$ cat config.mk
export PLATFORM = sky130hd
export DESIGN_NAME = qmem_ratio_ctrl
export DESIGN_NICKNAME = d
export VERILOG_FILES = /design/src/rtl/qmem_ratio_ctrl_pkg.sv /design/src/rtl/qmem_ratio_timer.sv /design/src/rtl/qmem_ratio_ctrl.sv
export SDC_FILE = /design/constraint.sdc
export NUM_CORES = 1
export LEC_CHECK = 0
export CAP_MARGIN = 25
export CELL_PAD_IN_SITES_DETAIL_PLACEMENT = 0
export CELL_PAD_IN_SITES_GLOBAL_PLACEMENT = 1
export CORE_MARGIN = 2
export CORE_UTILIZATION = 40
export DETAILED_ROUTE_END_ITERATION = 8
export PLACE_DENSITY = 0.82
export RECOVER_POWER = 50
export SLEW_MARGIN = 20
export SYNTH_ARGS = -nofsm -noshare
export SYNTH_HDL_FRONTEND = slang
export SYNTH_SLANG_ARGS = --single-unit
$ cat constraint.sdc
create_clock -name qm_clk -period 2.5 [get_ports qm_clk]
set_input_delay 0.25 -clock qm_clk [delete_from_list [all_inputs] [get_ports qm_clk]]
set_output_delay 0.25 -clock qm_clk [all_outputs]
set_load 0.01 [all_outputs]
$ cat src/rtl/qmem_ratio_ctrl_pkg.sv
// Shared definitions for the QMEM clock-ratio change sequencer.
// State encoding is kept as plain 2-bit constants for compatibility with legacy code.
package qmem_ratio_ctrl_pkg;

  typedef logic [1:0] state_t;

  localparam state_t ST_IDLE   = 2'd0;
  localparam state_t ST_DRAIN  = 2'd1;
  localparam state_t ST_REQ    = 2'd2;
  localparam state_t ST_SETTLE = 2'd3;

endpackage

$ cat src/rtl/qmem_ratio_timer.sv
// Loadable down-counter shared by the drain/request timeouts and the settle delay.
// expire flags the decrement that takes the count from 1 to 0.
module qmem_ratio_timer #(
  parameter int CW = 8
) (
  input  logic          qm_clk,
  input  logic          rst,
  input  logic          load,
  input  logic [CW-1:0] load_val,
  input  logic          dec,
  output logic [CW-1:0] value,
  output logic          expire
);

  logic [CW-1:0] cnt_q, cnt_d;

  always_comb begin
    cnt_d = cnt_q;
    if (load) begin
      cnt_d = load_val;
    end else if (dec && (cnt_q != '0)) begin
      cnt_d = cnt_q - CW'(1);
    end
  end

  always_ff @(posedge qm_clk or posedge rst) begin
    if (rst) begin
      cnt_q <= '0;
    end else begin
      cnt_q <= cnt_d;
    end
  end

  assign value  = cnt_q;
  assign expire = dec && !load && (cnt_q == CW'(1));

endmodule

$ cat src/rtl/qmem_ratio_ctrl.sv
// Master-side sequencer for QMEM clock-ratio changes: drains the bus, handshakes
// with the clock generator, applies the new ratio, settles, then reopens the bus.
module qmem_ratio_ctrl
  import qmem_ratio_ctrl_pkg::*;
#(
  parameter int RW        = 3,
  parameter int CW        = 8,
  parameter int TO_CYC    = 200,
  parameter int SET_CYC   = 4,
  parameter int RATIO_RST = 0
) (
  input  logic          qm_clk,
  input  logic          rst,
  input  logic [RW-1:0] cfg_ratio,
  input  logic          cfg_req,
  output logic          cfg_busy,
  output logic          cfg_done,
  output logic          cfg_err,
  output logic [RW-1:0] ratio,
  output logic          ratio_req,
  input  logic          ratio_grt,
  input  logic          m_cs,
  input  logic          m_we,
  output logic          s_cs,
  output logic          s_we,
  input  logic          s_ack,
  output logic          m_ack
);

  state_t        state_q, state_d;
  logic [RW-1:0] ratio_q, ratio_d;
  logic [RW-1:0] new_q, new_d;
  logic          gate_q, gate_d;
  logic          ratio_req_q, ratio_req_d;
  logic          done_q, done_d;
  logic          err_q, err_d;

  logic          tmr_load;
  logic [CW-1:0] tmr_load_val;
  logic          tmr_dec;
  logic [CW-1:0] tmr_value;
  logic          tmr_expire;

  qmem_ratio_timer #(.CW(CW)) u_timer (
    .qm_clk   (qm_clk),
    .rst      (rst),
    .load     (tmr_load),
    .load_val (tmr_load_val),
    .dec      (tmr_dec),
    .value    (tmr_value),
    .expire   (tmr_expire)
  );

  logic boundary;
  assign boundary = ~m_cs | s_ack;

  always_comb begin
    state_d      = state_q;
    ratio_d      = ratio_q;
    new_d        = new_q;
    gate_d       = gate_q;
    ratio_req_d  = ratio_req_q;
    done_d       = 1'b0;
    err_d        = 1'b0;
    tmr_load     = 1'b0;
    tmr_load_val = CW'(TO_CYC);
    tmr_dec      = 1'b0;

    case (state_q)
      ST_IDLE: begin
        if (cfg_req) begin
          if (cfg_ratio == ratio_q) begin
            done_d = 1'b1;
          end else begin
            new_d    = cfg_ratio;
            tmr_load = 1'b1;
            state_d  = ST_DRAIN;
          end
        end
      end
      // Boundary and grant take priority over a timeout expiring in the same cycle.
      ST_DRAIN: begin
        if (boundary) begin
          gate_d      = 1'b1;
          ratio_req_d = 1'b1;
          tmr_load    = 1'b1;
          state_d     = ST_REQ;
        end else begin
          tmr_dec = 1'b1;
          if (tmr_expire) begin
            gate_d      = 1'b0;
            ratio_req_d = 1'b0;
            err_d       = 1'b1;
            state_d     = ST_IDLE;
          end
        end
      end
      ST_REQ: begin
        if (ratio_grt) begin
          ratio_d      = new_q;
          tmr_load     = 1'b1;
          tmr_load_val = CW'(SET_CYC);
          state_d      = ST_SETTLE;
        end else begin
          tmr_dec = 1'b1;
          if (tmr_expire) begin
            gate_d      = 1'b0;
            ratio_req_d = 1'b0;
            err_d       = 1'b1;
            state_d     = ST_IDLE;
          end
        end
      end
      default: begin
        tmr_dec = 1'b1;
        if (tmr_value == CW'(1)) begin
          gate_d      = 1'b0;
          ratio_req_d = 1'b0;
          done_d      = 1'b1;
          state_d     = ST_IDLE;
        end
      end
    endcase
  end

  always_ff @(posedge qm_clk or posedge rst) begin
    if (rst) begin
      state_q     <= ST_IDLE;
      ratio_q     <= RW'(RATIO_RST);
      new_q       <= RW'(RATIO_RST);
      gate_q      <= 1'b0;
      ratio_req_q <= 1'b0;
      done_q      <= 1'b0;
      err_q       <= 1'b0;
    end else begin
      state_q     <= state_d;
      ratio_q     <= ratio_d;
      new_q       <= new_d;
      gate_q      <= gate_d;
      ratio_req_q <= ratio_req_d;
      done_q      <= done_d;
      err_q       <= err_d;
    end
  end

  assign cfg_busy  = (state_q != ST_IDLE);
  assign cfg_done  = done_q;
  assign cfg_err   = err_q;
  assign ratio     = ratio_q;
  assign ratio_req = ratio_req_q;
  assign s_cs      = m_cs & ~gate_q;
  assign s_we      = m_we & ~gate_q;
  assign m_ack     = s_ack & ~gate_q;

endmodule
After elaboration in Yosys (flattened, before gate mapping)
Cells that the tools add are included.
{ "totals": {"reg_bits": 20, "input_bits": 10, "out_inout_bits": 10, "elab_cells": 75} }
{ "classes": {"n_addsub": 1, "eq_ne": 7, "muxes": 36, "bitwise_logic": 8, "n_reduce_logical": 15} }
{ "ops": {"columns": ["operator", "n"], "rows": [
  ["$mux 8", 4],
  ["$mux 1", 19],
  ["$mux 2", 6],
  ["$pmux 1 s3", 4],
  ["$reduce_and 3->1", 3],
  ["$eq 8x1->1 const B", 1],
  ["$reduce_bool 8->1", 1],
  ["$sub 8x1->8 const B", 1],
  ["$ne 2x2->1 const B", 3],
  ["$pmux 2 s3", 1],
  ["$not 1->1", 4],
  ["$pmux 1 s2", 2],
  ["$reduce_bool 2->1", 2],
  ["$reduce_bool 4->1", 1],
  ["$and 1x1->1", 3],
  ["$eq 3x3->1", 1],
  ["$logic_and 1x1->1", 3],
  ["$reduce_bool 3->1", 1],
  ["$eq 2x1->1 const B", 1],
  ["$eq 2x2->1 const B", 1],
  ["$logic_not 2->1", 1],
  ["$reduce_and 2->1", 1],
  ["$reduce_or 2->1", 1],
  ["$logic_not 1->1", 1],
  ["$or 1x1->1", 1]
]} }

Depth between registers and ports, before layout
{ "logic_depth": {"ltp_word": 10, "depth_mapped": 7, "ltp_nobuf": 6} }

Cells and area by module
From an unflattened synthesis, not the netlist that was laid out.
{ "hier_totals": {"hier_cells": 133, "hier_area_um2": 1337.5} }
{ "modules_own_cells": {"columns": ["mod", "n_inst", "cells_per_inst", "area_each_um2", "seq_area_each_um2"], "rows": [
  ["qmem_ratio_ctrl", 1, 70, 759.5, 300.3],
  ["qmem_ratio_timer", 1, 63, 578.1, 200.2]
]} }

Worst setup path before layout
No wires, ideal clock.
{ "synth_path": {"path_kind": "reg2reg", "from": "reg state_q[1]", "to": "reg u_timer.cnt_q[7] (netlist: u_timer.value[7])", "setup_time_ns": 0.082, "arrival_time_ns": 1.703, "required_ns": 2.418, "slack_ns": 0.715, "stages_incl_launch_ff": 7, "path_buffers": 0, "synth_period_minus_slack_ns": 1.785, "cell_sequence": "dfrtp_1 inv_1 ha_1 and3b_1 o31ai_1 or4_1 a31oi_1"} }
{ "synth_between": {"elab_chain_len": 4, "elab_cells_between_ends": 9} }
{ "synth_rtl": {"columns": ["item", "line_no", "rtl"], "rows": [
  ["start, declared", "qmem_ratio_ctrl.sv:30", "state_t state_q, state_d;"],
  ["start signal, assigned", "qmem_ratio_ctrl.sv:136", "state_q <= state_d;"],
  ["$eq 2x2->1, or another cell as far along", "qmem_ratio_ctrl.sv:69", "case (state_q)"],
  ["$pmux 1 s3", "qmem_ratio_ctrl.sv:69", null],
  ["$logic_and 1x1->1", "qmem_ratio_timer.sv:21", "end else if (dec && (cnt_q != '0)) begin"],
  ["$reduce_bool 2->1 (no line)", null, null],
  ["end signal, assigned", "qmem_ratio_timer.sv:30", "cnt_q <= cnt_d;"],
  ["end, declared", "qmem_ratio_timer.sv:15", "logic [CW-1:0] cnt_q, cnt_d;"]
]} }
Several ways; a longest one is shown, not always the timed one.
A chain may end at the register's enable or synchronous reset.

Final worst setup path
Ends and elaborated chain as after synthesis.

==> run metrics <==
setup_tns=0 ns; initial antenna violation count=0; sequential fraction of the synthesis area=0.403; Leak=0.000634 uW; CP Max Fanout=6; status=complete, no violations; Post-Synthesis Net Count=140; Worst R2R Path Depth=6; YS warnings=0; Worst Max-Slew Pin Slew=0.764 ns; placed instance area=0.00149 mm2; total power divided by cell area=1180 mW/mm2; final period utilization=0.841; Final Critical Period=2.10 ns; commonest non-fill, non-tap cells in the layout=dfrtp_1 (20), clkdlybuf4s50_1 (13), inv_1 (7); HPWL after DPL=1990 um; setup violators final=0; Setup crit start kind=flip-flop; hold buffer count at cts=0; Initial Utilization=0.413; final instance area=0.00152 mm2; share of cells above drive strength 1=0.0878; CP required=2.73 ns; row count=20; Routed WL per cell=14.6 um; Initial DRC Count=52; top cell type's share of synthesized area=0.403; pre-CTS WS=0.470 ns; Slew HR=0.490; crit end category=flip-flop; Tot Pwr=1790 uW; Syn Std Cell Area=0.00124 mm2; vias in the first global route=1029; largest net degree at the start of global routing=21; post-DR vias/cell=6.01; Routed WL=2650 um; root buffer selected by CTS=clkbuf_4; library cells used by synthesis=41; Final WS setup=0.397 ns; worst hold path class=reg2reg; commonest non-fill, non-tap cell in the layout=dfrtp_1; Core Area=0.00300 mm2; CTS tree=built; worst skew pair latency=0.30 ns; Die Height=59.7 um; GRT Total Usage=0.171; ant diodes=0; Die ar.=0.00356 mm2; First-pass DRT Iterations=4; Die W=59.7 um; port buffer count=19; Top Ports=20; max cap viols=0; WHS=0.503 ns; Yosys top cell by area=dfrtp_1; Critical Path AT=2.34 ns; syn_area_per_cell=10.0 um2; TritonCTS Sinks=20; number of enable flip-flop cells after synthesis=0; Clock Skew=0.00497 ns; unrepaired setup endpoints after global routing=no; Hold Vio Cnt, Final=0; post_cts resized=0; gr ovfl total=0; achievable frequency=475 MHz; area delta synth->final=22.7%; CTS H-Tree Depth=1; leading post-synthesis cells by cell area=dfrtp_1 (40%), ha_1 (6.0%), o31ai_1 (3.0%), or4_1 (3.0%), mux2_1 (2.7%); VDD IR max=423 uV; Via Count=1087; critical path type=reg2reg; clk buf depth=2; clock slew at reported path FFs=0.12 ns; Min-Delay Path Depth=1; Pins Over Slew Limit=0; first-pass GRT wire length=4690 um; synthesized flop and latch total=20; RD Place Congestion=0.802; DR DRC count=0; Async SR Flop Fraction=1.00; Num CTS Buffers=3; Mapped Cells=124; Post-CTS Setup Bufs=0; fin nets=165; Primary FF master, synth=dfrtp_1; antenna violation net count after detailed routing=0
-- power by group --
| group | switching, uW | leakage (uW) | internal (uW) |
|---|---|---|---|
| clock network | 102 | 0.0000210 | 88.8 |
| registers | 131 | 0.000247 | 458 |
| logic | 536 | 0.000366 | 477 |
| total | 769 | 0.000634 | 1020 |
-- registers in the layout, indices dropped and copies added (netlist names) --
register       count
cfg_done           1
cfg_err            1
gate_q             1
new_q              3
ratio              3
ratio_req          1
state_q            2
u_timer.value      8
-- path summary, 6_finish.rpt --
| path | startpoint | to | slack, ns |
|---|---|---|---|
| min reg2reg | new_q[0] | new_q[0] | 0.50 |
| min | new_q[0] | new_q[0] | 0.50 |
| max reg2reg | state_q[1] | u_timer.value[7] | 0.40 |
| min in group asynchronous | rst | u_timer.value[7] | 0.51 |
| max in group asynchronous | rst | state_q[1] | 1.52 |
| max | state_q[1] | u_timer.value[7] | 0.40 |
-- kinds of logic (layout without fill, tap and decap cells) --
group | Yosys count | in the layout | synth area share
muxes | 6 | 6 | 0.0544
adders and majority gates | 6 | 6 | 0.0605
buffers and inverters | 9 | 33 | 0.0282
xor gates and xnor gates | 4 | 4 | 0.0282
and+or+nand+nor | 37 | 37 | 0.183
AOI/OAI and AO/OA | 42 | 42 | 0.242
DFF | 20 | 20 | 0.403
-- critical path: stages, from the launching register on --
cell and delay [ns]:
dfrtp_1 0.43, inv_1 0.11, ha_1 0.25, and3b_1 0.25, o31ai_1 0.60, o21ai_0 0.20, a31oi_1 0.18
-- layer usage --
| layer | share of wire | GRT usage | vias to the layer above |
|---|---|---|---|
| li1 | - | - | 529 |
| met1 | 0.46 | 0.234 | 519 |
| met2 | 0.47 | 0.264 | 31 |
| met3 | 0.043 | 0.0303 | 8 |
| met4 | 0.026 | 0.0762 | 0 |
| met5 | 0 | 0 | - |
-- area by class of cell --
type / instances / area (um2)
Tap cell: 33 / 41.3
Clock buffer: 4 / 36.3
Inverter: 7 / 26.3
Sequential cell: 20 / 500
Fill cell: 273 / 1480
Multi-Input combinational cell: 95 / 706
Timing Repair Buffer: 22 / 213
-- metrics by stage --
step	util	instances
final	0.507	181
after global routing	0.507	181
after floorplan	-	124
after global placement	0.495	177
after detailed placement	0.495	177
after CTS	0.507	181
-- Yosys cell counts, types with 2 or more instances --
master	count
o311ai_1	2
mux2_1	3
a21o_1	3
nor2_1	4
ha_1	6
or2_1	2
o21ai_0	5
a211oi_1	3
a31o_2	2
or4_1	5
nor3b_1	2
dfrtp_1	20
o211ai_1	4
nor2b_1	5
a21oi_1	5
inv_1	7
xnor2_1	3
o31ai_1	5
nand3_1	6
a31oi_1	4
nand2_1	5
or3_1	2
mux2_2	3
Power figures use the tool's default switching activity.
